### src/rtl/kyber_pkg.sv
// kyber_pkg: shared Kyber polynomial constants, pair index type and basemul sequencer states
package kyber_pkg;
  localparam int KYBER_N = 256;
  localparam int NPAIR = 128;
  localparam int ZETA_BASE = 64;
  typedef logic [6:0] pair_idx_t;
  typedef enum logic [1:0] {IDLE, RUN, DRAIN, DONE} basemul_state_t;
endpackage

### src/rtl/issue_pipe.sv
// issue_pipe: enabled delay line of DEPTH stages carrying an issue valid and its pair index
module issue_pipe
  import kyber_pkg::*;
#(
  parameter int DEPTH = 4
) (
  input  logic      clk,
  input  logic      rst,
  input  logic      en_i,
  input  logic      vld_i,
  input  pair_idx_t idx_i,
  output logic      first_vld_o,
  output logic      pre_vld_o,
  output pair_idx_t pre_idx_o,
  output logic      last_vld_o,
  output pair_idx_t last_idx_o
);
  logic [DEPTH:1] vld_q;
  pair_idx_t [DEPTH:1] idx_q;
  always_ff @(posedge clk or posedge rst) begin
    if (rst) begin
      vld_q <= '0;
      idx_q <= '0;
    end else if (en_i) begin
      vld_q <= {vld_q[DEPTH-1:1], vld_i};
      idx_q <= {idx_q[DEPTH-1:1], idx_i};
    end
  end
  assign first_vld_o = vld_q[1];
  assign pre_vld_o   = vld_q[DEPTH-1];
  assign pre_idx_o   = idx_q[DEPTH-1];
  assign last_vld_o  = vld_q[DEPTH];
  assign last_idx_o  = idx_q[DEPTH];
endmodule

### src/rtl/poly_basemul_ctrl.sv
// poly_basemul_ctrl: streams 128 coefficient pairs through the basemul datapath and writes r.
// Optional accumulate write-back enabled by BASEMUL_CTRL_ACC_EN.
module poly_basemul_ctrl
  import kyber_pkg::*;
#(
  parameter int LAT   = 3,
  parameter int NPAIR = 128
) (
  input  logic      clk,
  input  logic      rst,
  input  logic      enable,
  input  logic      start,
`ifdef BASEMUL_CTRL_ACC_EN
  input  logic      acc,
  output logic      wr_acc,
`endif
  output logic      busy,
  output logic      done,
  output logic      rd_en,
  output pair_idx_t rd_addr,
  output pair_idx_t zeta_addr,
  output logic      zeta_neg,
  output logic      bm_valid,
  output logic      wr_en,
  output pair_idx_t wr_addr
);
  localparam pair_idx_t LAST = pair_idx_t'(NPAIR - 1);
  basemul_state_t state_q;
  pair_idx_t p_q, rd_addr_q, zeta_addr_q, pre_idx;
  logic busy_q, done_q, rd_en_q, zeta_neg_q, pre_vld;
  logic drained;
`ifdef BASEMUL_CTRL_ACC_EN
  logic acc_q;
  assign wr_acc = acc_q & wr_en;
`endif
  // the final write is about to leave the pipe once the last pair sits one stage before write-back
  assign drained = pre_vld && pre_idx == LAST;
  always_ff @(posedge clk or posedge rst) begin
    if (rst) begin
      state_q     <= IDLE;
      p_q         <= '0;
      busy_q      <= 1'b0;
      done_q      <= 1'b0;
      rd_en_q     <= 1'b0;
      rd_addr_q   <= '0;
      zeta_addr_q <= '0;
      zeta_neg_q  <= 1'b0;
`ifdef BASEMUL_CTRL_ACC_EN
      acc_q       <= 1'b0;
`endif
    end else if (enable) begin
      done_q  <= 1'b0;
      rd_en_q <= 1'b0;
      case (state_q)
        IDLE: if (start) begin
          state_q <= RUN;
          p_q     <= '0;
`ifdef BASEMUL_CTRL_ACC_EN
          acc_q   <= acc;
`endif
        end
        RUN: begin
          busy_q      <= 1'b1;
          rd_en_q     <= 1'b1;
          rd_addr_q   <= p_q;
          zeta_addr_q <= pair_idx_t'(ZETA_BASE) + (p_q >> 1);
          zeta_neg_q  <= p_q[0];
          if (p_q == LAST) state_q <= DRAIN;
          else p_q <= p_q + 7'd1;
        end
        DRAIN: if (drained) state_q <= DONE;
        DONE: begin
          busy_q  <= 1'b0;
          done_q  <= 1'b1;
          state_q <= IDLE;
`ifdef BASEMUL_CTRL_ACC_EN
          acc_q   <= 1'b0;
`endif
        end
      endcase
    end
  end
  issue_pipe #(.DEPTH(1 + LAT)) u_pipe (
    .clk        (clk),
    .rst        (rst),
    .en_i       (enable),
    .vld_i      (rd_en_q),
    .idx_i      (rd_addr_q),
    .first_vld_o(bm_valid),
    .pre_vld_o  (pre_vld),
    .pre_idx_o  (pre_idx),
    .last_vld_o (wr_en),
    .last_idx_o (wr_addr)
  );
  assign busy      = busy_q;
  assign done      = done_q;
  assign rd_en     = rd_en_q;
  assign rd_addr   = rd_addr_q;
  assign zeta_addr = zeta_addr_q;
  assign zeta_neg  = zeta_neg_q;
endmodule

### config.mk
export PLATFORM = sky130hd
export DESIGN_NAME = poly_basemul_ctrl
export DESIGN_NICKNAME = d
export VERILOG_FILES = /design/src/rtl/kyber_pkg.sv /design/src/rtl/issue_pipe.sv /design/src/rtl/poly_basemul_ctrl.sv
export SDC_FILE = /design/constraint.sdc
export NUM_CORES = 1
export LEC_CHECK = 0
export BUFFER_PORTS_ARGS = -buffer_cell sky130_fd_sc_hd__buf_2
export CELL_PAD_IN_SITES_DETAIL_PLACEMENT = 0
export CELL_PAD_IN_SITES_GLOBAL_PLACEMENT = 1
export CORE_UTILIZATION = 38
export DETAILED_ROUTE_END_ITERATION = 8
export PLACE_DENSITY_LB_ADDON = 0.2
export SLEW_MARGIN = 40
export SYNTH_ARGS = -nofsm -noshare
export SYNTH_HDL_FRONTEND = slang
export SYNTH_SLANG_ARGS = --single-unit
### constraint.sdc
create_clock -name clk -period 1.88 [get_ports clk]
set_input_delay 0.188 -clock clk [delete_from_list [all_inputs] [get_ports clk]]
set_output_delay 0.188 -clock clk [all_outputs]
set_load 0.005 [all_outputs]
==> Word level (Yosys, flattened, before mapping) <==
Index checks and enable logic that the tools add are counted.
{ "op_classes": {"addsub": 2, "n_eq_ne": 9, "muxes": 10, "n_reduce_logical": 8} }
{ "op_table": {"columns": ["op", "count"], "rows": [
  ["== test 7 bit (second input constant)", 2],
  ["2-to-1 mux 7 bit", 2],
  ["one-hot mux 7 bit (2 select lines)", 1],
  ["inequality test 2 bit (second input constant)", 4],
  ["one-hot mux 2 bit (4 select lines)", 1],
  ["AND reduction 4 bit", 2],
  ["adder 7 x 1 -> 7 bit (second input constant)", 1],
  ["adder 7 x 6 -> 7 bit (first input constant)", 1],
  ["2-to-1 mux 2 bit", 3],
  ["== test 2 bit (second input constant)", 2],
  ["AND reduction 2 bit", 2],
  ["nonzero test 2 bit", 2],
  ["== test 2 x 1 -> 1 bit (second input constant)", 1],
  ["zero test 2 bit", 1],
  ["2-to-1 mux 1 bit", 2],
  ["one-hot mux 1 bit (2 select lines)", 1],
  ["logical AND 1 bit", 1]
]} }
{ "word_totals": {"reg_bits": 59, "in_bits": 4, "output_inout_bits": 27, "wordCells": 42} }

==> Longest topological paths before layout <==
{ "depth": {"depth_word": 4, "mapped_depth": 6} }

==> Modules after synthesis <==
A second synthesis with hierarchy kept.
{ "hier_totals": {"hier_cells": 178, "hier_area_um2": 2503.7} }
{ "modules_own_cells": {"columns": ["module", "n_inst", "cells_per_inst", "area_each_um2", "seq_area_each_um2"], "rows": [
  ["issue_pipe", 1, 83, 1453.9, 800.8],
  ["poly_basemul_ctrl", 1, 95, 1049.8, 500.5]
]} }

==> Worst setup path after synthesis <==
OpenSTA, ideal clock, no wires.
{ "synth_path": {"kind": "register -> register", "start": "register state_q[0]", "end": "register p_q[3]", "setup_time_ps": 99, "arrival_time_ps": 1451, "t_required_ps": 1781, "setup_slack_ps": 330, "path_stages_with_launch": 7, "period_less_slack_ps": 1550, "path_cell_list": "dfrtp_1 -> inv_1 -> ha_1 -> inv_1 -> o21ai_1 -> or2_4 -> o311ai_4"} }
{ "synth_via": {"elab_chain_cells": 3, "word_cells_on_any_way": 7} }
{ "synth_rtl": {"columns": ["item", "line", "source"], "rows": [
  ["from (decl)", "poly_basemul_ctrl.sv:28", "basemul_state_t state_q;"],
  ["from (signal assigned)", "poly_basemul_ctrl.sv:40", "state_q <= IDLE;"],
  ["from (signal assigned)", "poly_basemul_ctrl.sv:56", "state_q <= RUN;"],
  ["from (signal assigned)", "poly_basemul_ctrl.sv:68", "if (p_q == LAST) state_q <= DRAIN;"],
  ["== test 2 x 1 -> 1 bit / zero test 2 bit (equally long branches)", "poly_basemul_ctrl.sv:54", "case (state_q)"],
  ["inequality test 2 bit (no line) / nonzero test 2 bit (equally long branches)", null, null],
  ["AND reduction 4 bit (no line)", null, null],
  ["to (signal assigned)", "poly_basemul_ctrl.sv:69", "else p_q <= p_q + 7'd1;"],
  ["to (decl)", "poly_basemul_ctrl.sv:29", "pair_idx_t p_q, rd_addr_q, zeta_addr_q, pre_idx;"]
]} }
Several ways; a longest one is shown, not always the timed one.
A chain may end at the register's enable or synchronous reset.

==> Worst setup path after layout <==
Ends and elaborated chain as after synthesis.

==> results.py <==
metrics = {
    "power": {
        "pwr-share-comb": 0.337,
        "power_density_mw_per_mm2": 1500,
        "pwr-share-clk": 0.158,
        "p_int_w": 0.00257,
        "p_sw_frac": 0.334,
        "seqPwrFrac": 0.505,
        "p_switching_w": 0.00129,
        "vdd_ir_drop_max_mv": 0.487,
        "power_w": 0.00386,
        "leakage_nw": 1.22,
    },
    "worst_setup_path": {
        "critical-path-top-delay-family": "compound AO/OA/AOI/OAI gates",
        "crit_buf_inv": 3,
        "cpMaxStageDelayCell": "dfrtp_1",
        "reg2reg_from": "state_q[0]",
        "crit_type": "reg -> reg",
        "critPathMaxFanout": 7,
        "crit_arrival_ns": 1.85,
        "cpMostUsedCell": "inv_1",
        "required_ns": 2.05,
        "slowest_delay_ns": 0.40,
        "cp-startpoint": "state_q[0]",
        "critPathCaptureType": "flop",
        "worstPathCellList": "inv_1, ha_1, inv_1, o21ai_1, buf_4, o21ai_0, o311ai_4",
        "cp-start-kind": "flop",
    },
    "clock_tree": {
        "cts_max_level": 2,
        "clk_pin_slew_ns": 0.09,
        "cts.sinks": 52,
        "cts_buffers": 5,
        "cts.path.max_buffers": 2,
        "post_cts_resized": 0,
        "tritoncts": "done",
        "post_cts_buffers": 0,
        "insertion_delay_ns": 0.29,
        "cts-root-buf": "clkbuf_8",
    },
    "final_layout": {
        "antenna_cells": 0,
        "fin_nets": 208,
        "nFillCells": 543,
        "final_common_cell": "dfrtp_1",
        "fin_util": 0.436,
        "final_cell_mix": "dfrtp_1 (52), mux2_2 (41), buf_2 (30), o21ai_0 (11), nand3_1 (8)",
        "areaGrowthSynthToFinish_pct": 10.4,
        "drive_above_1_share": 0.452,
    },
    "global_routing": {
        "antenna_found_initial": 0,
        "first_global_vias": 1358,
        "gr-total-overflow": 0,
        "gr-usage-all-layers": 0.137,
        "grt_pass1_wl_um": 6630,
        "grt_max_degree": 37,
    },
    "sta": {
        "setup_ws_ns": 0.193,
        "hold_slack_ns": 0.213,
        "hold_viol": 0,
        "post-route-period-util": 0.897,
        "layout_min_cycle_time_ns": 1.69,
        "rsz0062_at_grt": "false",
        "setup_viol": 0,
        "maxSlewViolCount": 0,
        "fin_skew_ns": 0.00297,
        "max-slew-margin-rel": 0.725,
        "tns_ns": 0,
        "fmax_ghz": 0.593,
        "worstMarginPinSlew_ns": 0.412,
    },
    "drt": {
        "ant_nets": 0,
        "vias": 1398,
        "routed_wl_um": 3920,
        "drt-wirelength-per-cell_um": 14.3,
        "vias_per_cell": 5.10,
        "drc": 0,
        "drtPass1Iterations": 4,
        "drt-initial-drc-count": 37,
    },
    "outcome": {
        "outcome": "completed",
    },
    "floorplanning": {
        "core_area_mm2": 0.00592,
        "io_pins": 31,
        "die-area_mm2": 0.00646,
        "start_util": 0.395,
        "die_x_um": 80.4,
        "die_h_um": 80.4,
        "row_count": 28,
    },
    "worst_hold_path": {
        "min_from": "enable",
        "holdCritPathClass": "in -> reg",
    },
    "yosys": {
        "yosys_register_bits": 52,
        "ys_types": 26,
        "synth-async-reset-ratio": 1.00,
        "syn_inst": 176,
        "yosysSeqAreaShare": 0.557,
        "avgSynthCellArea_um2": 13.3,
        "synth_top_flop_cell": "dfrtp_1",
        "synth_fp_nets": 186,
        "yosys_warnings": 0,
        "netlist_area_mm2": 0.00234,
        "synth_edf_count": 0,
    },
    "flow_run": {
        "drv_cap": 0,
    },
    "placed_design": {
        "dp_hpwl_um": 2870,
        "place_ws_ns": 0.209,
        "port_buffers": 30,
        "gp_congestion": 0.763,
    },
}
[per-layer routing]
metal  routed length [um]  GRT usage  vias to the layer above  part of all wire
met4                   55     0.0482                        0             0.014
met2                 1890      0.225                       22              0.48
met3                  124     0.0341                        6             0.032
met5                    0          0                        -                 0
met1                 1850      0.175                      719              0.47
li1                     -          -                      651                 -
[stage by stage]
step | cells | area (um^2)
finish | 274 | 2580
global route | 274 | 2580
global placement | 265 | 2480
floorplan | 176 | 2340
detailed placement | 265 | 2480
CTS | 274 | 2580
[synthesized netlist by cell type, types with 3 or more instances]
cell type  instances  area [um^2]
inv_1              5         18.8
nand4_1            3         18.8
ha_1               6         75.1
nand3_1            8         40.0
nand3b_1           3         22.5
dfrtp_1           52         1300
mux2_2            41          462
nor2_1             3         11.3
buf_4             14          105
nand2_1            5         18.8
buf_2              5         25.0
nand2b_1           4         25.0
o21ai_0           11         55.1
[cell families after synthesis]
family          synth area share
compound gates            0.0734
fa+ha+maj                 0.0321
simple gates              0.0712
buf+inv                   0.0686
mux                        0.198
flops                      0.557
[tightest hold or removal path, stage by stage]
cell and delay [ns]:
buf_2 0.14, nand2_1 0.08, o21ai_0 0.07
[power by group through the flow]
stage / combinational [W] / sequential (W) / clock [W]
CTS: 0.00132 / 0.00196 / 0.000647
global route: 0.00145 / 0.00204 / 0.000691
global placement: 0.00129 / 0.00195 / 0
finish: 0.00130 / 0.00195 / 0.000611
floorplan: 0.00111 / 0.00187 / 0
detailed placement: 0.00132 / 0.00199 / 0
[what timing repair did]
item                                   CTS  global route
hold buffers                             1             0
setup endpoints to repair                0             0
endpoints found under the hold margin   16             0
[registers in the layout (all words and copies together) (netlist names)]
signal / count
u_pipe.idx_q: 14
p_q: 7
u_pipe.last_idx_o: 7
u_pipe.pre_idx_o: 7
rd_addr: 6
u_pipe.vld_q: 4
state_q: 2
zeta_addr: 2
busy: 1
done: 1
rd_en: 1
[final timing paths]
check	end	slack, ns	cells after the start
min reg2reg	zeta_addr[6]	0.47	1
max reg2reg	p_q[3]	0.19	7
min	busy	0.21	3
min in group asynchronous	zeta_addr[6]	0.42	3
max in group asynchronous	u_pipe.idx_q[9]	0.93	4
max	p_q[3]	0.19	7
[final cells by class]
| class | instances | area (um^2) | area share |
|---|---|---|---|
| inverters | 5 | 18.8 | 0.00728 |
| multi-input cells | 99 | 875 | 0.339 |
| well taps | 75 | 93.8 | 0.0364 |
| clock buffers | 5 | 68.8 | 0.0267 |
| clock inverters | 3 | 18.8 | 0.00728 |
| flip-flops and latches | 52 | 1300 | 0.505 |
| repair buffers | 35 | 203 | 0.0786 |
No activity file was read; power rests on OpenSTA's default activity.
